$ cat src/rtl/inst_fetch_pkg.sv
// Shared constants, types and helpers for the instruction fetch unit.
package inst_fetch_pkg;

    localparam int INST_WIDTH     = 32;
    localparam int ADDR_BUS_WIDTH = 64;

    localparam logic [INST_WIDTH-1:0]     ZERO_WORD = 32'h0000_0000;
    localparam logic [INST_WIDTH-1:0]     INST_NOP  = 32'h0000_0001;
    localparam logic [ADDR_BUS_WIDTH-1:0] ZERO_ADDR = 64'h0000_0000_0000_0000;

    // hold code thresholds: >= NO_REQ stops requests, >= NO_POP also freezes IF/ID
    localparam logic [2:0] HOLD_NO_REQ = 3'd1;
    localparam logic [2:0] HOLD_NO_POP = 3'd2;

    localparam logic [ADDR_BUS_WIDTH-1:0] RESET_PC_DEFAULT = 64'h0000_0000_8000_0000;

    typedef enum logic [0:0] {
        REQ_IDLE = 1'b0,
        REQ_PEND = 1'b1
    } req_state_e;

    typedef struct packed {
        logic [INST_WIDTH-1:0]     inst;
        logic [ADDR_BUS_WIDTH-1:0] addr;
    } fetch_entry_t;

    function automatic logic [ADDR_BUS_WIDTH-1:0] next_pc(input logic [ADDR_BUS_WIDTH-1:0] pc);
        return pc + 64'd4;
    endfunction

endpackage

$ cat src/rtl/inst_fetch_chk.sv
// Protocol checks for the fetch unit's response port and buffer.
module inst_fetch_chk (
    input logic       clk,
    input logic       rst_n,
    input logic       rvalid,
    input logic [1:0] outstanding,
    input logic       push,
    input logic       pop,
    input logic       full
);

    a_rvalid_needs_outstanding: assert property (
        @(posedge clk) disable iff (!rst_n) rvalid |-> (outstanding != 2'd0));

    a_no_push_into_full: assert property (
        @(posedge clk) disable iff (!rst_n) (push && full) |-> pop);

endmodule

$ cat src/rtl/inst_fetch_fifo.sv
// Two-entry {inst, addr} buffer between the memory response port and IF/ID.
module inst_fetch_fifo
    import inst_fetch_pkg::*;
(
    input  logic         clk,
    input  logic         rst_n,
    input  logic         push,
    input  logic         pop,
    input  logic         flush,
    input  fetch_entry_t wdata,
    output fetch_entry_t rdata,
    output logic         full,
    output logic         empty,
    output logic [1:0]   count
);

    fetch_entry_t mem_r [2];
    logic         rd_ptr_r;
    logic         wr_ptr_r;
    logic [1:0]   count_r;
    logic         do_push_s;
    logic         do_pop_s;

    // qualify push/pop; a full FIFO accepts a push only alongside a pop
    always_comb begin
        do_pop_s  = pop && (count_r != 2'd0) && !flush;
        do_push_s = push && !flush && ((count_r != 2'd2) || do_pop_s);
    end

    // storage, pointers and occupancy
    always_ff @(posedge clk or negedge rst_n) begin
        if (!rst_n) begin
            mem_r[0] <= '{inst: ZERO_WORD, addr: ZERO_ADDR};
            mem_r[1] <= '{inst: ZERO_WORD, addr: ZERO_ADDR};
            rd_ptr_r <= 1'b0;
            wr_ptr_r <= 1'b0;
            count_r  <= 2'd0;
        end else if (flush) begin
            rd_ptr_r <= 1'b0;
            wr_ptr_r <= 1'b0;
            count_r  <= 2'd0;
        end else begin
            if (do_push_s) begin
                mem_r[wr_ptr_r] <= wdata;
                wr_ptr_r        <= ~wr_ptr_r;
            end
            if (do_pop_s) begin
                rd_ptr_r <= ~rd_ptr_r;
            end
            count_r <= count_r + {1'b0, do_push_s} - {1'b0, do_pop_s};
        end
    end

    assign rdata = mem_r[rd_ptr_r];
    assign full  = (count_r == 2'd2);
    assign empty = (count_r == 2'd0);
    assign count = count_r;

endmodule

$ cat src/rtl/inst_fetch.sv
// Instruction fetch: PC and request FSM, in-order response tracking with
// redirect kill, and a 2-entry buffer feeding the IF/ID register.
module inst_fetch
    import inst_fetch_pkg::*;
#(
    parameter logic [ADDR_BUS_WIDTH-1:0] RESET_PC = RESET_PC_DEFAULT
) (
    input  logic                      clk,
    input  logic                      rst_n,
    input  logic                      jump_en_i,
    input  logic [ADDR_BUS_WIDTH-1:0] jump_addr_i,
    input  logic [2:0]                pipe_hold_en_i,
    output logic                      if_req_o,
    output logic [ADDR_BUS_WIDTH-1:0] if_addr_o,
    input  logic                      if_gnt_i,
    input  logic                      if_rvalid_i,
    input  logic [INST_WIDTH-1:0]     if_rdata_i,
    output logic [INST_WIDTH-1:0]     inst_o,
    output logic [ADDR_BUS_WIDTH-1:0] inst_addr_o
);

    req_state_e                state_r, state_s;
    logic                      started_r;
    logic [ADDR_BUS_WIDTH-1:0] pc_r, pc_s;
    logic [ADDR_BUS_WIDTH-1:0] req_addr_r, req_addr_s;
    logic [1:0]                outstanding_r, outstanding_s;
    logic [1:0]                kill_r, kill_s;
    logic [ADDR_BUS_WIDTH-1:0] aq_r [2];
    logic [ADDR_BUS_WIDTH-1:0] aq_s [2];
    logic [1:0]                aq_idx_s;

    logic                      issue_s;
    logic                      req_valid_s;
    logic [ADDR_BUS_WIDTH-1:0] req_out_addr_s;
    logic                      gnt_take_s;
    logic                      pend_after_s;
    logic [2:0]                occupancy_s;

    logic                      push_s;
    logic                      pop_s;
    fetch_entry_t              fifo_wdata_s;
    fetch_entry_t              fifo_head_s;
    logic                      fifo_full_s;
    logic                      fifo_empty_s;
    logic [1:0]                fifo_count_s;

    // request generation, PC/FSM next state, outstanding and kill bookkeeping
    always_comb begin
        state_s        = state_r;
        pc_s           = pc_r;
        req_addr_s     = req_addr_r;
        kill_s         = kill_r;
        aq_s[0]        = aq_r[0];
        aq_s[1]        = aq_r[1];
        pop_s          = !jump_en_i && (pipe_hold_en_i < HOLD_NO_POP) && !fifo_empty_s;
        occupancy_s    = {1'b0, fifo_count_s} - {2'b00, pop_s} + {1'b0, outstanding_r};
        issue_s        = started_r && (state_r == REQ_IDLE) && (pipe_hold_en_i < HOLD_NO_REQ)
                         && (occupancy_s < 3'd2) && !jump_en_i;
        req_valid_s    = issue_s || (state_r == REQ_PEND);
        req_out_addr_s = (state_r == REQ_PEND) ? req_addr_r : pc_r;
        gnt_take_s     = req_valid_s && if_gnt_i;
        pend_after_s   = (state_r == REQ_PEND) && !if_gnt_i;
        outstanding_s  = outstanding_r + {1'b0, gnt_take_s} - {1'b0, if_rvalid_i};
        push_s         = if_rvalid_i && (kill_r == 2'd0) && !jump_en_i;
        fifo_wdata_s   = '{inst: if_rdata_i, addr: aq_r[0]};

        case (state_r)
            REQ_IDLE: begin
                if (issue_s) begin
                    pc_s       = next_pc(pc_r);
                    req_addr_s = pc_r;
                    state_s    = if_gnt_i ? REQ_IDLE : REQ_PEND;
                end else begin
                    state_s = REQ_IDLE;
                end
            end
            REQ_PEND: begin
                if (if_gnt_i) begin
                    state_s = REQ_IDLE;
                end else begin
                    state_s = REQ_PEND;
                end
            end
            default: begin
                state_s = REQ_IDLE;
            end
        endcase

        // a redirect kills everything in flight, including a still-pending request
        if (jump_en_i) begin
            pc_s   = jump_addr_i;
            kill_s = outstanding_s + {1'b0, pend_after_s};
        end else if (if_rvalid_i && (kill_r != 2'd0)) begin
            kill_s = kill_r - 2'd1;
        end else begin
            kill_s = kill_r;
        end

        aq_idx_s = outstanding_r - {1'b0, if_rvalid_i};
        if (if_rvalid_i) begin
            aq_s[0] = aq_r[1];
        end else begin
            aq_s[0] = aq_r[0];
        end
        if (gnt_take_s) begin
            aq_s[aq_idx_s[0]] = req_out_addr_s;
        end else begin
            aq_idx_s = aq_idx_s;
        end
    end

    // fetch control state
    always_ff @(posedge clk or negedge rst_n) begin
        if (!rst_n) begin
            state_r       <= REQ_IDLE;
            started_r     <= 1'b0;
            pc_r          <= RESET_PC;
            req_addr_r    <= ZERO_ADDR;
            outstanding_r <= 2'd0;
            kill_r        <= 2'd0;
            aq_r[0]       <= ZERO_ADDR;
            aq_r[1]       <= ZERO_ADDR;
        end else begin
            state_r       <= state_s;
            started_r     <= 1'b1;
            pc_r          <= pc_s;
            req_addr_r    <= req_addr_s;
            outstanding_r <= outstanding_s;
            kill_r        <= kill_s;
            aq_r[0]       <= aq_s[0];
            aq_r[1]       <= aq_s[1];
        end
    end

    // bus and IF/ID outputs; NOP whenever nothing valid is presented
    always_comb begin
        if_req_o  = req_valid_s;
        if_addr_o = req_valid_s ? req_out_addr_s : ZERO_ADDR;
        if (jump_en_i || fifo_empty_s) begin
            inst_o      = INST_NOP;
            inst_addr_o = ZERO_ADDR;
        end else begin
            inst_o      = fifo_head_s.inst;
            inst_addr_o = fifo_head_s.addr;
        end
    end

    inst_fetch_fifo u_fifo (
        .clk   (clk),
        .rst_n (rst_n),
        .push  (push_s),
        .pop   (pop_s),
        .flush (jump_en_i),
        .wdata (fifo_wdata_s),
        .rdata (fifo_head_s),
        .full  (fifo_full_s),
        .empty (fifo_empty_s),
        .count (fifo_count_s)
    );

    inst_fetch_chk u_chk (
        .clk         (clk),
        .rst_n       (rst_n),
        .rvalid      (if_rvalid_i),
        .outstanding (outstanding_r),
        .push        (push_s),
        .pop         (pop_s),
        .full        (fifo_full_s)
    );

endmodule
$ cat config.mk
export PLATFORM = sky130hd
export DESIGN_NAME = inst_fetch
export DESIGN_NICKNAME = d
export VERILOG_FILES = /design/src/rtl/inst_fetch_pkg.sv /design/src/rtl/inst_fetch_chk.sv /design/src/rtl/inst_fetch_fifo.sv /design/src/rtl/inst_fetch.sv
export SDC_FILE = /design/constraint.sdc
export NUM_CORES = 1
export LEC_CHECK = 0
export CORE_MARGIN = 1
export CORE_UTILIZATION = 50
export CTS_CLUSTER_SIZE = 40
export DETAILED_ROUTE_END_ITERATION = 8
export DONT_BUFFER_PORTS = 1
export PLACE_DENSITY = 0.66
export SYNTH_ARGS = -nofsm -noshare
export SYNTH_HDL_FRONTEND = slang
export SYNTH_SLANG_ARGS = --single-unit
$ cat constraint.sdc
create_clock -name clk -period 11.25 [get_ports clk]
set_input_delay 0.5625 -clock clk [delete_from_list [all_inputs] [get_ports clk]]
set_output_delay 0.5625 -clock clk [all_outputs]
set_load 0.03 [all_outputs]
==> run_results.csv, run 1 <==
group,metric,value,unit
outcome,status,"finished, violations left",
outcome,violations,"hold timing",
placed_design,dp_cells,2289,
floorplanning,die_h,210,µm
power,finalPower,4.75,mW
hold_path,min_path_type,"in2async",
clocking,clk_pin_slew,0.06,ns
yosys,ys_warn_count,0,
timing,slew_headroom,0.200,
clocking,cts_setup_buffers,0,
timing,clock_skew,0.0261,ns
timing,timing.final.crit_share,0.474,
clocking,cts_resized,0,
global_route,grt_max_degree,459,
yosys,synth_flop_cell,"dfrtp_1",
drt,antenna_left,0,
floorplanning,initial_utilization,0.511,
global_route,grt_overflow,0,
timing,setup-tns-final,0,ns
setup_path,cp.arrival,5.79,ns
layout,finish.instance_area,0.0235,mm²
yosys,syn_area,0.0216,mm²
timing,layout_min_cycle_time,5.34,ns
layout,syn2layout_area_growth,8.76,%
clocking,cts-htree-levels,2,
layout,layout_commonest_cell,"dfrtp_1",
timing,clock.fmax,187,MHz
placed_design,place_area,0.0219,mm²
setup_path,critPathKind,"reg2reg",
job,maxCapViolations,0,
global_route,use_met2,0.367,
placed_design,place_congestion,0.769,
layout,final_core_util,0.556,
placed_design,dp_slack,5.89,ns
timing,holdWs,-0.312,ns
global_route,antenna_found_initial,7,
drt,first_iter_violations,945,
setup_path,reg2reg_depth,15,
placed_design,place_hpwl,31.8,mm
yosys,ys_types,57,
global_route,first_global_vias,13898,
yosys,ys_seq_area_frac,0.530,
floorplanning,core_area,0.0423,mm²
drt,vias_per_cell,5.73,
global_route,grt_use_total,0.228,
yosys,synth.avg_cell_area,11.8,µm²
setup_path,slowest_stage,"and4_4",
drt,dr.pass1.iters,5,
setup_path,path_max_fanout,65,
drt,totalWireLength,49.6,mm
yosys,netlist.area_leader.share,0.529,
layout,final_nets,1877,
timing,hold_viol_final,457,
clocking,cts_tree,"done",
drt,wl_per_cell,20.8,µm
clocking,worstSkewPairLatency,0.59,ns
drt,vias,13647,
layout,final_cell_mix,"455 x dfrtp_1, 288 x mux2i_1, 204 x nor2_1",
setup_path,endpoint_kind,"flip-flop",
clocking,clock_path_buffers,3,
timing,setup_viol_count_final,0,
setup_path,regToRegSetupSlack,5.91,ns
clocking,cts_made_buffers,50,
global_route,top_usage_layer,"met2",
power,vdd_drop_max,0.0928,mV
global_route,grt_pass1_wl,79.2,mm
global_route,grt_util_met1,0.308,
drt,drc,0,
clocking,root_buffer,"clkbuf_16",
setup_path,cp_slowest_stage_delay,0.95,ns
layout,stdcell_count,2383,
setup_path,r2r-end,"kill_r[1]",
timing,drv_slew,0,
setup_path,crit_path_start_kind,"flip-flop",
yosys,syn_inst,1826,
setup_path,path_cells,"o21bai_4 -> or3_4 -> inv_1 -> ha_1 -> nand2b_1 -> fa_1 -> xor2_1 -> and4_4 -> o21ai_0 -> xnor2_1 -> ha_1 -> ha_1 -> xnor2_1 -> xnor2_1 -> a21oi_1",
floorplanning,die_x,210,µm
floorplanning,pin_count,265,
setup_path,r2r_start,"u_fifo.count[1]",
yosys,synth.area.top_cells,"dfrtp_1 53%, mux2i_1 13%, mux2_2 9.9%",
timing,tightest_slew,1.20,ns
yosys,synth_area_leader_cell,"dfrtp_1",
global_route,use_met3,0.0565,
clocking,cts_sinks,458,
power,p_leak,10.7,nW
yosys,async_flop_share,1.00,
floorplanning,dieArea,0.0441,mm²
setup_path,crit_required,11.71,ns
floorplanning,rows,75,
placed_design,portBuffers,0,
layout,drive_gt1_frac,0.184,
timing,fin_ws,5.91,ns
yosys,ys_ff_latch,458,
yosys,synth-edff-count,0,
timing,rsz0062_at_grt,"false",
power,p_per_area,202,mW/mm²
yosys,syn_nets,1939,
==> cells by family after synthesis <==
family,Yosys count,synth area share
xor gates and xnor gates,34,0.0138
muxes,547,0.274
other,1,0.000173
adders and majority gates,9,0.00556
AOI/OAI and AO/OA,171,0.0469
buffers and inverters,145,0.0309
and+or+nand+nor,461,0.0987
DFF,458,0.530
==> Yosys cell counts, types with 2 or more instances <==
library cell and count:
and4_1 11, xor2_1 11, inv_1 15, nand4_1 19
and3_1 8, buf_1 24, o31ai_1 29, ha_1 8
mux2i_1 288, or3_1 5, o21ai_0 96, buf_6 12
mux2_2 190, mux2_1 37, or4_1 29, nand3_1 28
dfrtp_1 457, nor2b_1 5, nor4_1 9, clkbuf_1 70
nand2_1 116, xnor2_1 23, or2_2 3, buf_4 2
nor2_1 204, a31oi_1 35, nand2b_1 4, buf_2 21
mux2_4 32, nor3_1 8
==> layer usage <==
metal  part of all wire  wire length [µm]
met1               0.44             21900
met2               0.47             23500
met3              0.064              3160
met4              0.020               992
met5             0.0011                57
==> final cells by class <==
cell class	count	area (µm²)
antenna	3	7.51
clock buffer	79	1490
clock inverter	12	92.6
fill	3565	18800
inverter	16	60.1
multi-input combinational	1223	9560
sequential	458	11500
tap	577	722
timing repair buffer	15	113
==> report_power, final <==
part	internal (mW)	leakage (nW)	switching (mW)
Combinational	0.431	3.88	0.384
Clock	0.929	0.786	0.654
Sequential	2.08	6.05	0.265
Total	3.44	10.7	1.30
==> worst max-delay path, delay by kind of cell, from the launching register on <==
kind | cells | cell delay (ns)
xor+xnor | 4 | 0.95
flops | 1 | 0.43
buf+inv | 1 | 0.05
fa+ha+maj | 4 | 1.15
simple gates | 3 | 1.42
compound gates | 3 | 1.17
==> registers in the layout (all words and copies together) (netlist names) <==
| register | cells |
|---|---|
| kill_r | 2 |
| u_fifo.count | 2 |
| outstanding_r | 2 |
| u_fifo.mem_r | 192 |
| state_r | 1 |
| pc_r | 64 |
| u_fifo.wr_ptr_r | 1 |
| req_addr_r | 64 |
| started_r | 1 |
| aq_r | 128 |
| u_fifo.rd_ptr_r | 1 |
==> worst max-delay path by stage <==
stage,start,to,slack (ns),cells after the start
after floorplan,jump_en_i,kill_r[1],7.16,16
after global placement,u_fifo.count[1],kill_r[1],5.95,15
after detailed placement,u_fifo.count[1],aq_r[27],5.89,12
after CTS,u_fifo.count[1],aq_r[27],5.84,12
after global routing,u_fifo.count[1],aq_r[41],5.55,12
final,u_fifo.count[1],kill_r[1],5.91,15
Note: power is estimated with default switching activity, not from simulation.
==> run 2: changes to the inputs <==
Settings changed: ABC_AREA from default to 1.
Clock period 11.25 ns to 5.55 ns, I/O delays scaled along.
==> run 2 against run 1 <==
The run still ends with hold timing left. Cell area increased by 13%. Critical path type is now in2out. Utilization grew 2.6 points. Sequential cell count stayed put. Worst hold slack lost 0.31 ns. Highest routed layer is now met4. Routed wire length increased by 37%.
==> run_results.csv, run 2 <==
group,metric,value,unit
clocking,cts_setup_buffers,0,
clocking,clock_path_buffers,3,
drt,dr.pass1.iters,5,
setup_path,crit_required,5.27,ns
setup_path,path_cells,"dlygate4sd3_1 -> nor2_1 -> dlygate4sd3_1 -> nand2_2 -> inv_1 -> ha_1 -> inv_1 -> nand2_1 -> fa_1 -> nand2_1 -> nor3_2 -> nand3_4 -> nand2_2 -> inv_2 -> nor2_1",
drt,drc,0,
layout,finish.instance_area,0.0266,mm²
drt,first_iter_violations,1904,
layout,stdcell_count,3642,
global_route,grt_overflow,0,
yosys,netlist.area_leader.share,0.491,
layout,syn2layout_area_growth,14.2,%
yosys,ys_top_cells_by_count,"783 x nand2_1, 457 x dfrtp_1, 416 x o21ai_0",
setup_path,endpoint_kind,"output port",
clocking,root_buffer,"clkbuf_16",
power,p_int,7.61,mW
timing,setup-tns-final,0,ns
timing,slew_headroom,0.145,
floorplanning,pin_count,265,
hold_path,min_path_type,"in2async",
yosys,synth-edff-count,0,
yosys,ys_warn_count,0,
layout,drive_gt1_frac,0.114,
timing,clock.fmax,191,MHz
floorplanning,core_area,0.0457,mm²
yosys,syn_nets,3060,
global_route,first_global_vias,18681,
timing,timing.final.crit_share,0.945,
yosys,synth_flop_cell,"dfrtp_1",
setup_path,cp_slowest_stage_delay,0.66,ns
power,switching_share,0.325,
layout,layout_commonest_cell,"nand2_1",
floorplanning,rows,78,
yosys,synth.area.top_cells,"dfrtp_1 49%, nand2_1 13%, o21ai_0 8.9%",
timing,hold_viol_final,457,
yosys,async_flop_share,1.00,
clocking,hold_buffers,94,
setup_path,r2r_start,"u_fifo.count[1]",
setup_path,reg2reg_depth,17,
global_route,grt_pass1_wl,106,mm
clocking,cts_sinks,458,
yosys,ys_ff_latch,458,
global_route,use_met2,0.433,
drt,wl_per_cell,18.7,µm
placed_design,place_congestion,0.909,
yosys,ys_types,41,
global_route,top_usage_layer,"met2",
drt,antenna_left,0,
yosys,synth_area_leader_cell,"dfrtp_1",
floorplanning,die_h,218,µm
power,p_switching,3.67,mW
setup_path,slowest_stage,"dlygate4sd3_1",
drt,vias,19554,
yosys,synthMuxAreaShare,0.0529,
yosys,syn_area,0.0233,mm²
layout,n_antenna_cell,0,
global_route,antenna_found_initial,0,
global_route,grt_util_met1,0.422,
layout,largestRegisters,"u_fifo.mem_r x192, aq_r x128",
placed_design,portBuffers,0,
yosys,synth-compound-area-share,0.132,
job,maxCapViolations,0,
outcome,violations,"hold timing",
timing,setup_viol_count_final,0,
power,seq_power_share,0.460,
power,comb_power_share,0.242,
global_route,use_met3,0.0456,
setup_path,cp-startpoint,"pipe_hold_en_i[2]",
yosys,synth.avg_cell_area,7.90,µm²
setup_path,r2r-end,"aq_r[48]",
timing,fin_ws,0.304,ns
setup_path,cp.arrival,4.97,ns
setup_path,crit_end,"if_addr_o[25]",
yosys,yosysMostFrequentCell,"nand2_1",
yosys,synthXorXnorAreaFrac,0.0147,
yosys,ys_seq_area_frac,0.493,
placed_design,dp_slack,1.28,ns
setup_path,path_max_fanout,65,
power,finalPower,11.3,mW
setup_path,crit_path_start_kind,"input pin",
timing,drv_slew,0,
timing,layout_min_cycle_time,5.25,ns
placed_design,place_hpwl,46.0,mm
timing,tightest_slew,1.28,ns
floorplanning,die_x,218,µm
timing,holdWs,-0.617,ns
outcome,status,"finished, violations left",
placed_design,dp_cells,3456,
power,p_per_area,424,mW/mm²
power,p_leak,13.1,nW
clocking,cts_resized,0,
clocking,cts-htree-levels,2,
yosys,synthSimpleGateAreaFrac,0.208,
layout,final_cell_mix,"782 x nand2_1, 455 x dfrtp_1, 416 x o21ai_0",
clocking,cts_made_buffers,51,
yosys,syn_inst,2947,
drt,totalWireLength,68.1,mm
placed_design,place_area,0.0239,mm²
timing,clock_skew,0.0174,ns
timing,rsz0062_at_grt,"false",
setup_path,critPathKind,"in2out",
layout,final_nets,3116,
clocking,cts_tree,"done",
global_route,grt_max_degree,459,
yosys,synth_adder_area_share,0.00516,
power,vdd_drop_max,0.320,mV
floorplanning,dieArea,0.0474,mm²
layout,largest_reg_flops,192,
layout,top_register,"u_fifo.mem_r",
clocking,worstSkewPairLatency,0.59,ns
global_route,grt_use_total,0.288,
yosys,synth_top_family_by_area,"simple AND/OR/NAND/NOR gates",
power,clkPwrFrac,0.298,
setup_path,regToRegSetupSlack,1.26,ns
drt,vias_per_cell,5.37,
clocking,clk_pin_slew,0.06,ns
floorplanning,initial_utilization,0.509,
==> run 2: changes by cell type after synthesis, sizes merged, moves of 44 or more <==
cell / before / now
nand2: 117 / 786
mux2: 259 / 95
mux2i: 288 / 16
o21ai: 96 / 507
nand3: 28 / 72
or2: 3 / 52
inv: 16 / 398
==> run 2: worst min path at each step <==
stage / start / endpoint / depth (start not counted)
final: rst_n / u_fifo.mem_r[137] / 0
after global routing: rst_n / u_fifo.mem_r[140] / 0
after detailed placement: rst_n / u_fifo.mem_r[137] / 0
after floorplan: rst_n / aq_r[0] / 0
after CTS: rst_n / u_fifo.mem_r[137] / 0
after global placement: rst_n / u_fifo.mem_r[41] / 0
==> run 2: layer usage <==
| metal | vias to the layer above | routed length [µm] | part of all wire |
|---|---|---|---|
| met5 | - | 0 | 0 |
| met2 | 565 | 30100 | 0.44 |
| met1 | 9491 | 31900 | 0.47 |
| met3 | 106 | 3840 | 0.056 |
| met4 | 0 | 2200 | 0.032 |
| li1 | 9392 | - | - |
==> run 2: cells by family after synthesis <==
kind of cell | count (synthesis)
and+or+nand+nor | 1196
AOI/OAI and AO/OA | 569
buffers and inverters | 564
DFF | 458
muxes | 111
xor gates and xnor gates | 39
adders and majority gates | 9
other | 1
==> run 2: area by class of cell <==
| class | instances | area, µm² |
|---|---|---|
| fill | 4221 | 19100 |
| sequential | 458 | 11500 |
| multi-input combinational | 1925 | 9630 |
| timing repair buffer | 168 | 1570 |
| inverter | 399 | 1500 |
| clock buffer | 74 | 1440 |
| tap | 600 | 751 |
| clock inverter | 18 | 214 |
==> run 2: critical path: cells and delay by family <==
kind | cells | cell delay [ns]
adder cells (fa/ha/maj) | 2 | 0.71
AND/OR/NAND/NOR | 8 | 2.15
buffers and inverters | 5 | 1.81
==> run 2: per-stage QoR <==
step | hold WS [ns] | util
floorplan | -0.0181 | -
global route | -0.637 | 0.582
global placement | -0.00412 | 0.524
detailed placement | -0.00169 | 0.524
CTS | -0.642 | 0.582
finish | -0.617 | 0.582
==> run 2: power groups by stage <==
stage,clock network [mW],registers [mW],logic (mW)
floorplan,0,4.97,2.11
global placement,0,5.17,2.52
detailed placement,0,5.23,2.62
CTS,3.43,5.18,2.73
global route,3.56,5.32,3.10
finish,3.36,5.19,2.73
